--- src/rtl/eth_tx_axis_arbiter.sv ---
`default_nettype none
// ============================================================================
// Module   : eth_tx_axis_arbiter
// Brief    : Packet-granular 2:1 AXI-Stream arbiter feeding the 10G MAC TX
//            stream, with a per-packet beat limit and truncation flagging.
// Revision : 1.0 - initial release
// ============================================================================
module eth_tx_axis_arbiter #(
    parameter int MAX_BEATS = 2048,
    parameter int PRIO_MODE = 0
) (
    input  logic        clk_in,
    input  logic        reset_in,
    input  logic        enable_in,
    input  logic [31:0] s0_axis_tdata,
    input  logic [3:0]  s0_axis_tkeep,
    input  logic        s0_axis_tvalid,
    input  logic        s0_axis_tlast,
    input  logic        s0_axis_tuser,
    output logic        s0_axis_tready,
    input  logic [31:0] s1_axis_tdata,
    input  logic [3:0]  s1_axis_tkeep,
    input  logic        s1_axis_tvalid,
    input  logic        s1_axis_tlast,
    input  logic        s1_axis_tuser,
    output logic        s1_axis_tready,
    output logic [31:0] m_axis_tdata,
    output logic [3:0]  m_axis_tkeep,
    output logic        m_axis_tvalid,
    output logic        m_axis_tlast,
    output logic        m_axis_tuser,
    input  logic        m_axis_tready,
    output logic [1:0]  grant_out,
    output logic [31:0] pkt_cnt0_out,
    output logic [31:0] pkt_cnt1_out,
    output logic [15:0] trunc_cnt_out
);

    typedef enum logic [2:0] {
        ST_IDLE   = 3'd0,
        ST_GRANT0 = 3'd1,
        ST_GRANT1 = 3'd2,
        ST_DROP0  = 3'd3,
        ST_DROP1  = 3'd4
    } state_t;

    localparam logic [15:0] C_LAST_BEAT = 16'(MAX_BEATS - 1);

    state_t      r_state;
    state_t      w_next_state;
    logic [15:0] r_beat_cnt;
    logic        r_last_grant;
    logic [1:0]  r_grant;
    logic [1:0]  w_grant_next;
    logic [31:0] r_pkt_cnt0;
    logic [31:0] r_pkt_cnt1;
    logic [15:0] r_trunc_cnt;

    logic        w_sel1;
    logic [31:0] w_src_data;
    logic [3:0]  w_src_keep;
    logic        w_src_valid;
    logic        w_src_last;
    logic        w_src_user;
    logic        w_src_ready;
    logic        w_at_limit;
    logic        w_pick1;
    logic        w_beat_acc;
    logic        w_pkt_inc;
    logic        w_trunc;
    logic        w_lg_upd;

    // Owner of the current packet; only meaningful outside IDLE.
    assign w_sel1      = (r_state == ST_GRANT1) || (r_state == ST_DROP1);
    assign w_src_data  = w_sel1 ? s1_axis_tdata  : s0_axis_tdata;
    assign w_src_keep  = w_sel1 ? s1_axis_tkeep  : s0_axis_tkeep;
    assign w_src_valid = w_sel1 ? s1_axis_tvalid : s0_axis_tvalid;
    assign w_src_last  = w_sel1 ? s1_axis_tlast  : s0_axis_tlast;
    assign w_src_user  = w_sel1 ? s1_axis_tuser  : s0_axis_tuser;
    assign w_at_limit  = (r_beat_cnt == C_LAST_BEAT);

    // With both requesting, round-robin favours the port not granted last.
    assign w_pick1 = (s0_axis_tvalid && s1_axis_tvalid)
                   ? ((PRIO_MODE == 0) && !r_last_grant)
                   : s1_axis_tvalid;

    assign s0_axis_tready = w_src_ready & ~w_sel1;
    assign s1_axis_tready = w_src_ready &  w_sel1;

    always_comb begin
        w_next_state  = r_state;
        m_axis_tdata  = '0;
        m_axis_tkeep  = '0;
        m_axis_tvalid = 1'b0;
        m_axis_tlast  = 1'b0;
        m_axis_tuser  = 1'b0;
        w_src_ready   = 1'b0;
        w_beat_acc    = 1'b0;
        w_pkt_inc     = 1'b0;
        w_trunc       = 1'b0;
        w_lg_upd      = 1'b0;
        case (r_state)
            ST_IDLE: begin
                if (enable_in && (s0_axis_tvalid || s1_axis_tvalid)) begin
                    w_next_state = w_pick1 ? ST_GRANT1 : ST_GRANT0;
                end
            end
            ST_GRANT0, ST_GRANT1: begin
                m_axis_tdata  = w_src_data;
                m_axis_tkeep  = w_src_keep;
                m_axis_tvalid = w_src_valid;
                m_axis_tlast  = w_src_last | w_at_limit;
                m_axis_tuser  = w_src_user | (w_at_limit & ~w_src_last);
                w_src_ready   = m_axis_tready;
                w_beat_acc    = w_src_valid & m_axis_tready;
                if (w_beat_acc && (w_src_last || w_at_limit)) begin
                    w_pkt_inc = 1'b1;
                    if (w_src_last) begin
                        w_next_state = ST_IDLE;
                        w_lg_upd     = 1'b1;
                    end else begin
                        w_next_state = w_sel1 ? ST_DROP1 : ST_DROP0;
                        w_trunc      = 1'b1;
                    end
                end
            end
            ST_DROP0, ST_DROP1: begin
                w_src_ready = 1'b1;
                if (w_src_valid && w_src_last) begin
                    w_next_state = ST_IDLE;
                    w_lg_upd     = 1'b1;
                end
            end
            default: w_next_state = ST_IDLE;
        endcase
    end

    always_comb begin
        w_grant_next = 2'b00;
        case (w_next_state)
            ST_GRANT0, ST_DROP0: w_grant_next = 2'b01;
            ST_GRANT1, ST_DROP1: w_grant_next = 2'b10;
            default:             w_grant_next = 2'b00;
        endcase
    end

    always_ff @(posedge clk_in or posedge reset_in) begin
        if (reset_in) begin
            r_state      <= ST_IDLE;
            r_grant      <= 2'b00;
            r_beat_cnt   <= '0;
            r_last_grant <= 1'b1;
            r_pkt_cnt0   <= '0;
            r_pkt_cnt1   <= '0;
            r_trunc_cnt  <= '0;
        end else begin
            r_state <= w_next_state;
            r_grant <= w_grant_next;
            if (r_state == ST_IDLE) begin
                r_beat_cnt <= '0;
            end else if (w_beat_acc) begin
                r_beat_cnt <= r_beat_cnt + 16'd1;
            end
            if (w_lg_upd) begin
                r_last_grant <= w_sel1;
            end
            if (w_pkt_inc && !w_sel1) begin
                r_pkt_cnt0 <= r_pkt_cnt0 + 32'd1;
            end
            if (w_pkt_inc && w_sel1) begin
                r_pkt_cnt1 <= r_pkt_cnt1 + 32'd1;
            end
            if (w_trunc && (r_trunc_cnt != 16'hFFFF)) begin
                r_trunc_cnt <= r_trunc_cnt + 16'd1;
            end
        end
    end

    assign grant_out     = r_grant;
    assign pkt_cnt0_out  = r_pkt_cnt0;
    assign pkt_cnt1_out  = r_pkt_cnt1;
    assign trunc_cnt_out = r_trunc_cnt;

endmodule
`default_nettype wire

--- config.mk ---
export PLATFORM = sky130hd
export DESIGN_NAME = eth_tx_axis_arbiter
export DESIGN_NICKNAME = d
export VERILOG_FILES = /design/src/rtl/eth_tx_axis_arbiter.sv
export SDC_FILE = /design/constraint.sdc
export NUM_CORES = 1
export LEC_CHECK = 0
export ABC_AREA = 1
export BUFFER_PORTS_ARGS = -buffer_cell sky130_fd_sc_hd__buf_2
export CORE_MARGIN = 1.5
export CORE_UTILIZATION = 53
export DETAILED_ROUTE_END_ITERATION = 10
export PLACE_DENSITY = 0.82
export RECOVER_POWER = 50
export SKIP_CTS_REPAIR_TIMING = 1
export SLEW_MARGIN = 20
export SYNTH_ARGS = -nofsm -noshare
export SYNTH_HDL_FRONTEND = slang
export SYNTH_SLANG_ARGS = --single-unit
--- constraint.sdc ---
create_clock -name clk_in -period 3.2 [get_ports clk_in]
set_input_delay 0.16 -clock clk_in [delete_from_list [all_inputs] [get_ports clk_in]]
set_output_delay 0.16 -clock clk_in [all_outputs]
set_load 0.005 [all_outputs]
# Word level (Yosys, flattened, before mapping)
# Cells that the tools add are included.
[word_totals]
elab_cells = 79
out_inout_bits = 123
ff_bits = 102
inputBits = 82
[classes]
n_addsub = 4
n_bitwise = 8
mux = 32
reduce_logical = 18
n_eq_ne = 10
[ops]
columns = ["cell", "count"]
rows = [
  ["adder 32 x 1 -> 32 bit, second input constant", 2],
  ["2-to-1 mux 32 bit", 2],
  ["adder 16 x 1 -> 16 bit, second input constant", 2],
  ["2-to-1 mux 16 bit", 2],
  ["equality test 16 x 11 -> 1 bit, second input constant", 1],
  ["2-to-1 mux 1 bit", 16],
  ["!= test 16 bit, second input constant", 1],
  ["2-to-1 mux 3 bit", 5],
  ["equality test 3 x 2 -> 1 bit, second input constant", 4],
  ["case mux 3 bit (3 select lines)", 1],
  ["2-to-1 mux 4 bit", 2],
  ["OR reduction 2 bit", 4],
  ["logical AND 1 bit", 7],
  ["equality test 3 x 1 -> 1 bit, second input constant", 2],
  ["equality test 3 bit, second input constant", 2],
  ["AND 1 bit", 4],
  ["case mux 1 bit (2 select lines)", 2],
  ["case mux 2 bit (2 select lines)", 1],
  ["logical NOT 3 bit", 1],
  ["logical OR 1 bit", 3],
  ["logical NOT 1 bit", 2],
  ["2-to-1 mux 2 bit", 1],
  ["inverter 1 bit", 2],
  ["OR 1 bit", 2],
  ["nonzero test 2 bit", 1],
]

# Depth between registers and ports, before layout
# Gate-level depths: netlist of the first run.
[logic_depth]
ltp_word = 10
ltp_mapped = 13
mapped_depth_nobuf = 13

# Worst setup path before layout of the first run
# No wires, ideal clock.
[synth_timing]
path_kind = "flip-flop to flip-flop"
start = "register r_state[0]"
end = "register r_pkt_cnt1[2], in the netlist pkt_cnt1_out[2]"
arrival_ns = 1.659
setup_slack_ns = 1.421
period_less_slack_ns = 1.779
setup_time_ns = 0.120
stages_incl_launch_ff = 12
n_path_buf = 1
required_ns = 3.080
path_cell_list = "dfrtp_1 > o21ai_2 > nand2_4 > nand2_1 > nand2_2 > nor2_4 > nand2_4 > nor2_2 > nand2_1 > buf_4 > o21ai_1 > nand2_1"
[synth_between]
elab_chain_cells = 8
elab_cells_between_ends = 13
classes_between = "eq/ne: 3; mux: 4; bitwise: 1; reduce/logical: 5"
[synth_rtl]
columns = ["item", "line_no", "source"]
rows = [
  ["start: declaration", "49", "state_t r_state;"],
  ["start signal: assignment", "157", "r_state <= w_next_state;"],
  ["equality test 3 x 2 -> 1 bit / equality test 3 bit (equally long branches)", "74, 102", ""],
  ["logical OR 1 bit", "74", "assign w_sel1 = (r_state == ST_GRANT1) || (r_state == ST_DROP1);"],
  ["2-to-1 mux 1 bit, on equally long branches", "77, 78", ""],
  ["AND 1 bit / logical OR 1 bit (equally long branches)", "115, 116", ""],
  ["logical AND 1 bit", "116", "if (w_beat_acc && (w_src_last || w_at_limit)) begin"],
  ["2-to-1 mux 1 bit", "116", ""],
  ["2-to-1 mux 1 bit", "102", "case (r_state)"],
  ["logical AND 1 bit *", "170", "if (w_pkt_inc && w_sel1) begin"],
  ["end signal: assignment", "171", "r_pkt_cnt1 <= r_pkt_cnt1 + 32'd1;"],
  ["end: declaration", "56", "logic [31:0] r_pkt_cnt1;"],
]
# Mark *: on every way between the ends. The rest lies on a longest branch, timed or not.
# A chain may end at the register's enable or synchronous reset.

# Final worst setup path of the first run
[layout_timing]
start = "register r_state[0]"
end = "output port m_axis_tdata[21]"
[layout_between]
elab_chain_cells = 4
elab_cells_between_ends = 7
classes_between = "eq/ne: 3; mux: 2; reduce/logical: 2"
[layout_rtl]
columns = ["item", "line_no", "source"]
rows = [
  ["equality test 3 x 2 -> 1 bit / equality test 3 bit (equally long branches)", "74, 102", ""],
  ["logical OR 1 bit", "74", ""],
  ["2-to-1 mux 32 bit", "75", "assign w_src_data = w_sel1 ? s1_axis_tdata : s0_axis_tdata;"],
  ["2-to-1 mux 32 bit *", "102", ""],
  ["end: declaration", "27", "output logic [31:0] m_axis_tdata,"],
]
# Marked as above.

==> flow_metrics.env, run 1 <==
export IMPL_status="finished, violations left"
export IMPL_violations="capacitance limit, slew limit"
export IMPL_finClkSkew_ns=0.00949
export IMPL_clkLatencyLatePin_ns=0.36
export IMPL_synthArstFlopShare_pct=100
export IMPL_drv_slew=63
export IMPL_drt_wl_total_mm=19.2
export IMPL_final_setup_viol_count=0
export IMPL_synth_warnings=0
export IMPL_synth_top_cells_by_area="dfrtp_1, nand2_1, nor2_1, inv_1, o21ai_0"
export IMPL_cp_required_ns=3.04
export IMPL_cts_root_buffer="clkbuf_16"
export IMPL_worst_slack_ns=0.596
export IMPL_fmax_ghz=0.384
export IMPL_clk_path_buf_depth=2
export IMPL_final_core_util_pct=65.4
export IMPL_layout_commonest_cell="nand2_1"
export IMPL_placed_area_um2=7910
export IMPL_syn_area_per_cell_um2=6.78
export IMPL_antenna_found_initial=3
export IMPL_fp_dieArea_um2=13400
export IMPL_leakage_nw=4.12
export IMPL_seq_area_frac_synth_pct=37.8
export IMPL_grt_max_degree=63
export IMPL_syn_nets=1082
export IMPL_grt_pass1_wl_mm=30.5
export IMPL_drc_errors=0
export IMPL_place_detailed_hpwl_mm=14.4
export IMPL_cpMaxStageDelayCell="dfrtp_1"
export IMPL_grt_total_usage_pct=28.8
export IMPL_fin_crit_sh_pct=81.4
export IMPL_critPathMaxStageDelay_ns=0.44
export IMPL_power_mw=5.14
export IMPL_synth_edff_count=0
export IMPL_layout_drive_gt1_share_pct=17.6
export IMPL_hold_path_class="input port to flip-flop"
export IMPL_antenna_left=0
export IMPL_routabilityCongestion=0.908
export IMPL_pwr_density_cell_nw_per_um2=627
export IMPL_num_vias=7149
export IMPL_synth_top_area_share_pct=37.4
export IMPL_synthFlopType="dfrtp_1"
export IMPL_final_min_clock_period_ns=2.60
export IMPL_drtIter0Drc=618
export IMPL_ys_seq_elements=102
export IMPL_cp_top_family="buffers and inverters"
export IMPL_synth_distinct_cells=35
export IMPL_finalInstanceArea_um2=8190
export IMPL_ir_drop_mv=0.448
export IMPL_core_um2=12500
export IMPL_wire_per_inst_um=13.9
export IMPL_areaGrowthSynthToFinish_pct=21.4
export IMPL_crit_path_max_fanout=40
export IMPL_drv_cap=1
export IMPL_rsz0062_at_grt="false"
export IMPL_via_per_inst=5.20
export IMPL_critical_path_class="flip-flop to primary output"
export IMPL_syn_area_um2=6750
export IMPL_synth_fa_ha_area_share_pct=0.741
export IMPL_relSlewSlack_pct=-57.4
export IMPL_dp_cells=1355
export IMPL_tightest_slew_ns=2.36
export IMPL_start_util_pct=53.9
export IMPL_cp_arrival_ns=2.44
export IMPL_syn_inst=996
export IMPL_num_rows=41
export IMPL_end_kind="primary output"
export IMPL_die_y_um=116
export IMPL_yosysTopAreaCell="dfrtp_1"
export IMPL_cts_tree="yes"
export IMPL_die_w_um=116
export IMPL_cts_made_buffers=9
export IMPL_ios=205
export IMPL_cp_start_kind="flip-flop"
export IMPL_gr_total_overflow=0
export IMPL_htreeDepth=3
export IMPL_crit_buf_inv=4
export IMPL_io_buffers=204
export IMPL_finalSetupTns_ns=0
export IMPL_synth_xor_area_share_pct=7.53
export IMPL_synth_compound_area_share_pct=7.19
export IMPL_clkTransAtPathRegs_ns=0.07
export IMPL_pre_cts_ws_ns=0.827
export IMPL_synthSimpleGateAreaFrac_pct=39.0
export IMPL_grt_pass1_vias=6458
export IMPL_final_cells=1375
export IMPL_muxShareOfSynthArea_pct=0
export IMPL_clock_sinks=102
export IMPL_holdWs_ns=0.231
export IMPL_synth_top_family_by_area="simple AND/OR/NAND/NOR gates"
export IMPL_first_pass_iters=6
export IMPL_final_cell_mix="nand2_1, buf_2, nor2_1, dfrtp_1, inv_1"
export IMPL_hold_viol=0
export IMPL_nNetsFinal=1280
export IMPL_crit_chain="o21ai_2 > nand2_4 > buf_4 > inv_1 > buf_4 > nor2_1 > nor2_1 > buf_2"
-- sequential cells by signal (all words and copies together) (netlist names) --
signal	cells
grant_out	2
pkt_cnt1_out	32
trunc_cnt_out	16
r_beat_cnt	16
r_state	3
r_last_grant	1
pkt_cnt0_out	32
-- worst paths after layout --
check	startpoint	endpoint	slack, ns	cells after the start
min in group asynchronous	reset_in	pkt_cnt1_out[31]	0.62	2
worst min register to register	r_last_grant	r_last_grant	0.48	2
worst max register to register	r_beat_cnt[1]	trunc_cnt_out[8]	0.76	13
worst max-delay path	r_state[0]	m_axis_tdata[21]	0.60	8
max in group asynchronous	reset_in	pkt_cnt1_out[0]	0.98	3
worst min-delay path	m_axis_tready	r_state[2]	0.23	5
-- cells by family (layout without fill, tap and decap cells) --
logic type               after synthesis  after routing
buffers and inverters                124            327
other                                  0              4
adder cells (fa/ha/maj)                4              4
XOR/XNOR                              58             58
AND/OR/NAND/NOR                      615            615
flip-flops                           102            102
AO/OA/AOI/OAI                         93             93
-- metal layers --
layer	wire length [um]	up-vias	part of all wire [%]	global-route usage, %
li1	-	3575	-	-
met2	9340	314	49	48.4
met4	380	0	2.0	11.1
met3	1360	29	7.1	5.23
met1	8080	3231	42	36.9
met5	0	-	0	0
-- power breakdown --
part	total [mW]	switching [mW]	internal, mW
clock network	1.21	0.522	0.689
registers	1.61	0.169	1.44
logic	2.32	1.50	0.821
total	5.14	2.19	2.95
-- synthesized netlist by cell type (2+ instances only) --
library cell / count
o31ai_1: 2
dfrtp_1: 101
nand2_2: 5
o21ai_2: 3
nand3b_1: 17
xor2_1: 36
clkbuf_1: 9
nor4_1: 6
nand3_1: 52
ha_1: 4
buf_2: 7
nor2_1: 159
nor3_1: 38
buf_1: 2
o21ai_0: 68
buf_4: 5
nand4_1: 23
inv_1: 96
o21ai_1: 8
buf_6: 4
a21oi_1: 10
nand2_1: 305
nor3b_1: 2
xnor2_1: 22
nand2_4: 2
-- worst min-delay path, cell delays in order --
cell	delay, ns
buf_2	0.12
nand2_1	0.06
o21ai_0	0.08
nand2_1	0.09
inv_1	0.05
-- area by class of cell --
| type | count | area [um2] |
|---|---|---|
| Antenna cell | 4 | 10.0 |
| Clock buffer | 9 | 225 |
| Clock inverter | 7 | 97.6 |
| Fill cell | 1208 | 4330 |
| Inverter | 97 | 364 |
| Multi-Input combinational cell | 770 | 3680 |
| Sequential cell | 102 | 2550 |
| Tap cell | 172 | 215 |
| Timing Repair Buffer | 214 | 1050 |
Note: power is estimated with default switching activity, not from simulation.
==> inputs of run 2 (changes only) <==
Clock period 3.2 ns to 2.43 ns, I/O delays scaled along.
==> flow_metrics.env, run 2 (same netlist as run 1, synthesis figures left out) <==
export IMPL_status="finished, violations left"
export IMPL_violations="capacitance limit, slew limit"
export IMPL_cp_arrival_ns=2.16
export IMPL_switching_share_pct=43.1
export IMPL_crit_buf_inv=3
export IMPL_place_detailed_hpwl_mm=14.5
export IMPL_cts_root_buffer="clkbuf_16"
export IMPL_drv_cap=1
export IMPL_cp_start_kind="flip-flop"
export IMPL_cp_required_ns=2.31
export IMPL_pre_cts_ws_ns=0.304
export IMPL_finClkSkew_ns=0.00746
export IMPL_num_vias=7275
export IMPL_final_setup_viol_count=0
export IMPL_fmax_ghz=0.438
export IMPL_cts_tree="yes"
export IMPL_power_mw=6.86
export IMPL_final_cell_mix="nand2_1, nor2_1, buf_2, dfrtp_1, inv_1"
export IMPL_crit_chain="o21ai_2 > nand2_4 > inv_1 > buf_6 > nand2_1 > a31oi_1 > buf_2"
export IMPL_ios=205
export IMPL_clk_path_buf_depth=2
export IMPL_dr_wl_met3_mm=1.19
export IMPL_first_pass_iters=6
export IMPL_num_rows=41
export IMPL_p_comb_share_pct=47.0
export IMPL_leakage_nw=4.08
export IMPL_end_kind="primary output"
export IMPL_die_w_um=116
export IMPL_areaGrowthSynthToFinish_pct=21.8
export IMPL_hold_path_class="input port to flip-flop"
export IMPL_grt_max_degree=52
export IMPL_wire_per_inst_um=14.1
export IMPL_core_um2=12500
export IMPL_grt_total_usage_pct=29.7
export IMPL_fp_dieArea_um2=13400
export IMPL_nNetsFinal=1284
export IMPL_clkTransAtPathRegs_ns=0.07
export IMPL_rsz0062_at_grt="false"
export IMPL_drc_errors=0
export IMPL_final_core_util_pct=65.7
export IMPL_drv_slew=37
export IMPL_relSlewSlack_pct=-10.2
export IMPL_worst_slack_ns=0.148
export IMPL_layout_commonest_cell="nand2_1"
export IMPL_via_per_inst=5.29
export IMPL_die_y_um=116
export IMPL_cp_top_family="buffers and inverters"
export IMPL_intPower_mw=3.91
export IMPL_layout_drive_gt1_share_pct=16.2
export IMPL_critPathMaxStageDelay_ns=0.43
export IMPL_antenna_left=0
export IMPL_wl_met1_mm=8.15
export IMPL_finalSetupTns_ns=0
export IMPL_regArea_um2=2550
export IMPL_p_sw_mw=2.96
export IMPL_ir_drop_mv=0.923
export IMPL_final_min_clock_period_ns=2.28
export IMPL_antenna_found_initial=1
export IMPL_cpMaxStageDelayCell="dfrtp_1"
export IMPL_htreeDepth=3
export IMPL_final_cells=1375
export IMPL_drt_wl_total_mm=19.4
export IMPL_fin_crit_sh_pct=93.9
export IMPL_cts_made_buffers=9
export IMPL_n_fill_cell=1232
export IMPL_clock_power_share_pct=22.2
export IMPL_routabilityCongestion=0.960
export IMPL_crit_path_max_fanout=38
export IMPL_dp_cells=1358
export IMPL_gr_total_overflow=0
export IMPL_io_buffers=204
export IMPL_clock_sinks=102
export IMPL_multi_input_area_um2=3680
export IMPL_highest_layer="met4"
export IMPL_dr_wl_met2_mm=9.83
export IMPL_hold_viol=0
export IMPL_drtIter0Drc=772
export IMPL_pwr_density_cell_nw_per_um2=835
export IMPL_start_util_pct=53.9
export IMPL_critical_path_class="flip-flop to primary output"
export IMPL_grt_pass1_wl_mm=31.7
export IMPL_grt_pass1_vias=6608
export IMPL_seqPwrFrac_pct=30.8
export IMPL_tightest_slew_ns=1.64
export IMPL_clkLatencyLatePin_ns=0.35
-- run 2: cell count changes in the layout (fill, tap and decap cells not counted), sizes merged --
cell         previous run  this run
buf                   176       163
dlygate4sd3             0         1
clkinvlp                2         1
clkinv                  2         3
clkbuf                 47        64
inv                    98        96
diode                   4         1
-- run 2: power by group through the flow --
stage / sequential (mW) / clock, mW / combinational, mW
floorplan: 2.11 / 0 / 1.93
global placement: 2.14 / 0 / 3.22
detailed placement: 2.15 / 0 / 3.22
CTS: 2.11 / 1.54 / 3.25
global route: 2.15 / 1.63 / 3.64
finish: 2.12 / 1.52 / 3.22
-- run 2: layout make-up --
class / instances / share of cell area [%]
Tap cell: 172 / 2.62
Clock buffer: 10 / 2.79
Timing Repair Buffer: 218 / 13.4
Sequential cell: 102 / 31.1
Clock inverter: 5 / 0.913
Multi-Input combinational cell: 770 / 44.8
Antenna cell: 1 / 0.0304
Inverter: 97 / 4.44
-- run 2: path summary, 6_finish.rpt --
kind	to	slack, ns	cells after the start	start
hold reg to reg	r_last_grant	0.48	2	r_last_grant
max in group asynchronous	r_last_grant	0.64	4	reset_in
min in group asynchronous	pkt_cnt1_out[31]	0.68	3	reset_in
setup reg to reg	r_beat_cnt[4]	0.23	8	r_state[0]
hold / removal	r_state[2]	0.17	6	s1_axis_tlast
setup / recovery	m_axis_tuser	0.15	7	r_state[0]
-- run 2: through the flow --
stage	hold slack, ns	cell area, um2
floorplan	0.370	6750
finish	0.174	8220
global placement	0.307	7970
detailed placement	0.307	7970
CTS	-0.0684	8280
global route	0.222	8220
-- run 2: worst min-delay path, cell delays in order --
cell	delay, ns
buf_2	0.08
inv_1	0.04
nand3_1	0.07
o21ai_0	0.06
nand2_1	0.08
inv_1	0.04
-- run 2: per-layer routing --
layer	track usage (%)	vias to the layer above
met5	0	-
met4	8.54	0
met3	4.65	22
met2	52.0	296
met1	38.2	3376
li1	-	3581
==> inputs of run 3 (changes only) <==
Settings changed: SLEW_MARGIN 20 to unset.
Clock period 2.43 ns to 2.5 ns, I/O delays scaled along.
==> flow_metrics.env, run 3 (same netlist as run 1, synthesis figures left out) <==
export IMPL_grt_max_degree=53
export IMPL_critical_path_class="flip-flop to primary output"
export IMPL_status="finished, violations left"
export IMPL_grt_total_usage_pct=28.7
export IMPL_clkTransAtPathRegs_ns=0.07
export IMPL_htreeDepth=3
export IMPL_ir_drop_mv=0.780
export IMPL_ios=205
export IMPL_layout_drive_gt1_share_pct=17.5
export IMPL_gr_total_overflow=0
export IMPL_multi_input_area_um2=3680
export IMPL_leakage_nw=4.12
export IMPL_drt_wl_total_mm=19.5
export IMPL_power_mw=6.59
export IMPL_finalSetupTns_ns=0
export IMPL_via_per_inst=5.29
export IMPL_num_rows=41
export IMPL_routabilityCongestion=0.958
export IMPL_relSlewSlack_pct=-8.77
export IMPL_core_um2=12500
export IMPL_hold_path_class="input port to async pin"
export IMPL_placed_area_um2=7960
export IMPL_cp_arrival_ns=2.19
export IMPL_layout_commonest_cell="nand2_1"
export IMPL_cts_made_buffers=9
export IMPL_cts_tree="yes"
export IMPL_num_vias=7256
export IMPL_crit_path_max_fanout=38
export IMPL_areaGrowthSynthToFinish_pct=21.3
export IMPL_end_kind="primary output"
export IMPL_wire_per_inst_um=14.2
export IMPL_drc_errors=0
export IMPL_regArea_um2=2550
export IMPL_drv_cap=1
export IMPL_start_util_pct=53.9
export IMPL_die_w_um=116
export IMPL_tightest_slew_ns=1.62
export IMPL_place_detailed_hpwl_mm=14.6
export IMPL_violations="capacitance limit, slew limit"
export IMPL_die_y_um=116
export IMPL_cp_required_ns=2.38
export IMPL_rsz0062_at_grt="false"
export IMPL_n_fill_cell=1142
export IMPL_fp_dieArea_um2=13400
export IMPL_final_min_clock_period_ns=2.31
export IMPL_ff2ff_setup_slack_ns=0.31
export IMPL_grt_pass1_vias=6577
export IMPL_clock_sinks=102
export IMPL_antenna_left=0
export IMPL_finClkSkew_ns=0.00637
export IMPL_r2r_cells=13
export IMPL_cp_start_kind="flip-flop"
export IMPL_finalInstanceArea_um2=8190
export IMPL_io_buffers=204
export IMPL_nNetsFinal=1281
export IMPL_cts_root_buffer="clkbuf_16"
export IMPL_drtIter0Drc=607
export IMPL_pwr_density_cell_nw_per_um2=805
export IMPL_grt_pass1_wl_mm=30.6
export IMPL_drv_slew=37
export IMPL_fmax_ghz=0.432
export IMPL_first_pass_iters=5
export IMPL_final_cell_mix="nand2_1, buf_2, nor2_1, dfrtp_1, inv_1"
export IMPL_fin_crit_sh_pct=92.5
export IMPL_final_core_util_pct=65.4
export IMPL_antenna_found_initial=1
export IMPL_clkLatencyLatePin_ns=0.35
export IMPL_hold_viol=0
export IMPL_final_setup_viol_count=0
export IMPL_clk_path_buf_depth=2
## run 3: per-stage QoR
stage | instances | hold WS [ns] | setup slack (ns)
CTS | 1371 | -0.0395 | 0.190
floorplan | 996 | 0.375 | 0.721
global placement | 1356 | 0.317 | 0.295
finish | 1372 | 0.160 | 0.188
detailed placement | 1356 | 0.323 | 0.269
global route | 1372 | 0.250 | 0.0419
## run 3: cell type report
cell class	count	area share, %
well taps	172	2.63
repair buffers	215	13.1
inverters	97	4.46
clock inverters	5	0.703
multi-input cells	770	45.0
clock buffers	10	2.92
flip-flops and latches	102	31.2
diodes	1	0.0306
## run 3: path summary, 6_finish.rpt
check | start | end
max in group asynchronous | reset_in | trunc_cnt_out[2]
worst min-delay path | reset_in | pkt_cnt1_out[31]
worst min register to register | r_last_grant | r_last_grant
min in group clk_in | m_axis_tready | r_state[2]
worst max register to register | r_beat_cnt[0] | trunc_cnt_out[4]
worst max-delay path | r_state[0] | m_axis_tuser
## run 3: worst max-delay path: stages (launching register included)
cell and delay, ns:
dfrtp_1 0.43, o21ai_2 0.29, nand2_4 0.12, inv_1 0.15, buf_4 0.37, nand2_1 0.11
a31oi_1 0.21, buf_2 0.16
## run 3: metal layers
metal / up-vias / track usage, % / routed length, um
met5: - / 0 / 0
met4: 0 / 10.8 / 421
met3: 43 / 3.50 / 1130
met2: 307 / 49.9 / 9720
met1: 3341 / 36.5 / 8260
li1: 3565 / - / -
## run 3: where the power goes
group	total (mW)	switching, mW	internal (mW)
clock	1.43	0.629	0.803
sequential	2.06	0.224	1.84
combinational	3.10	2.01	1.08
total	6.59	2.87	3.72
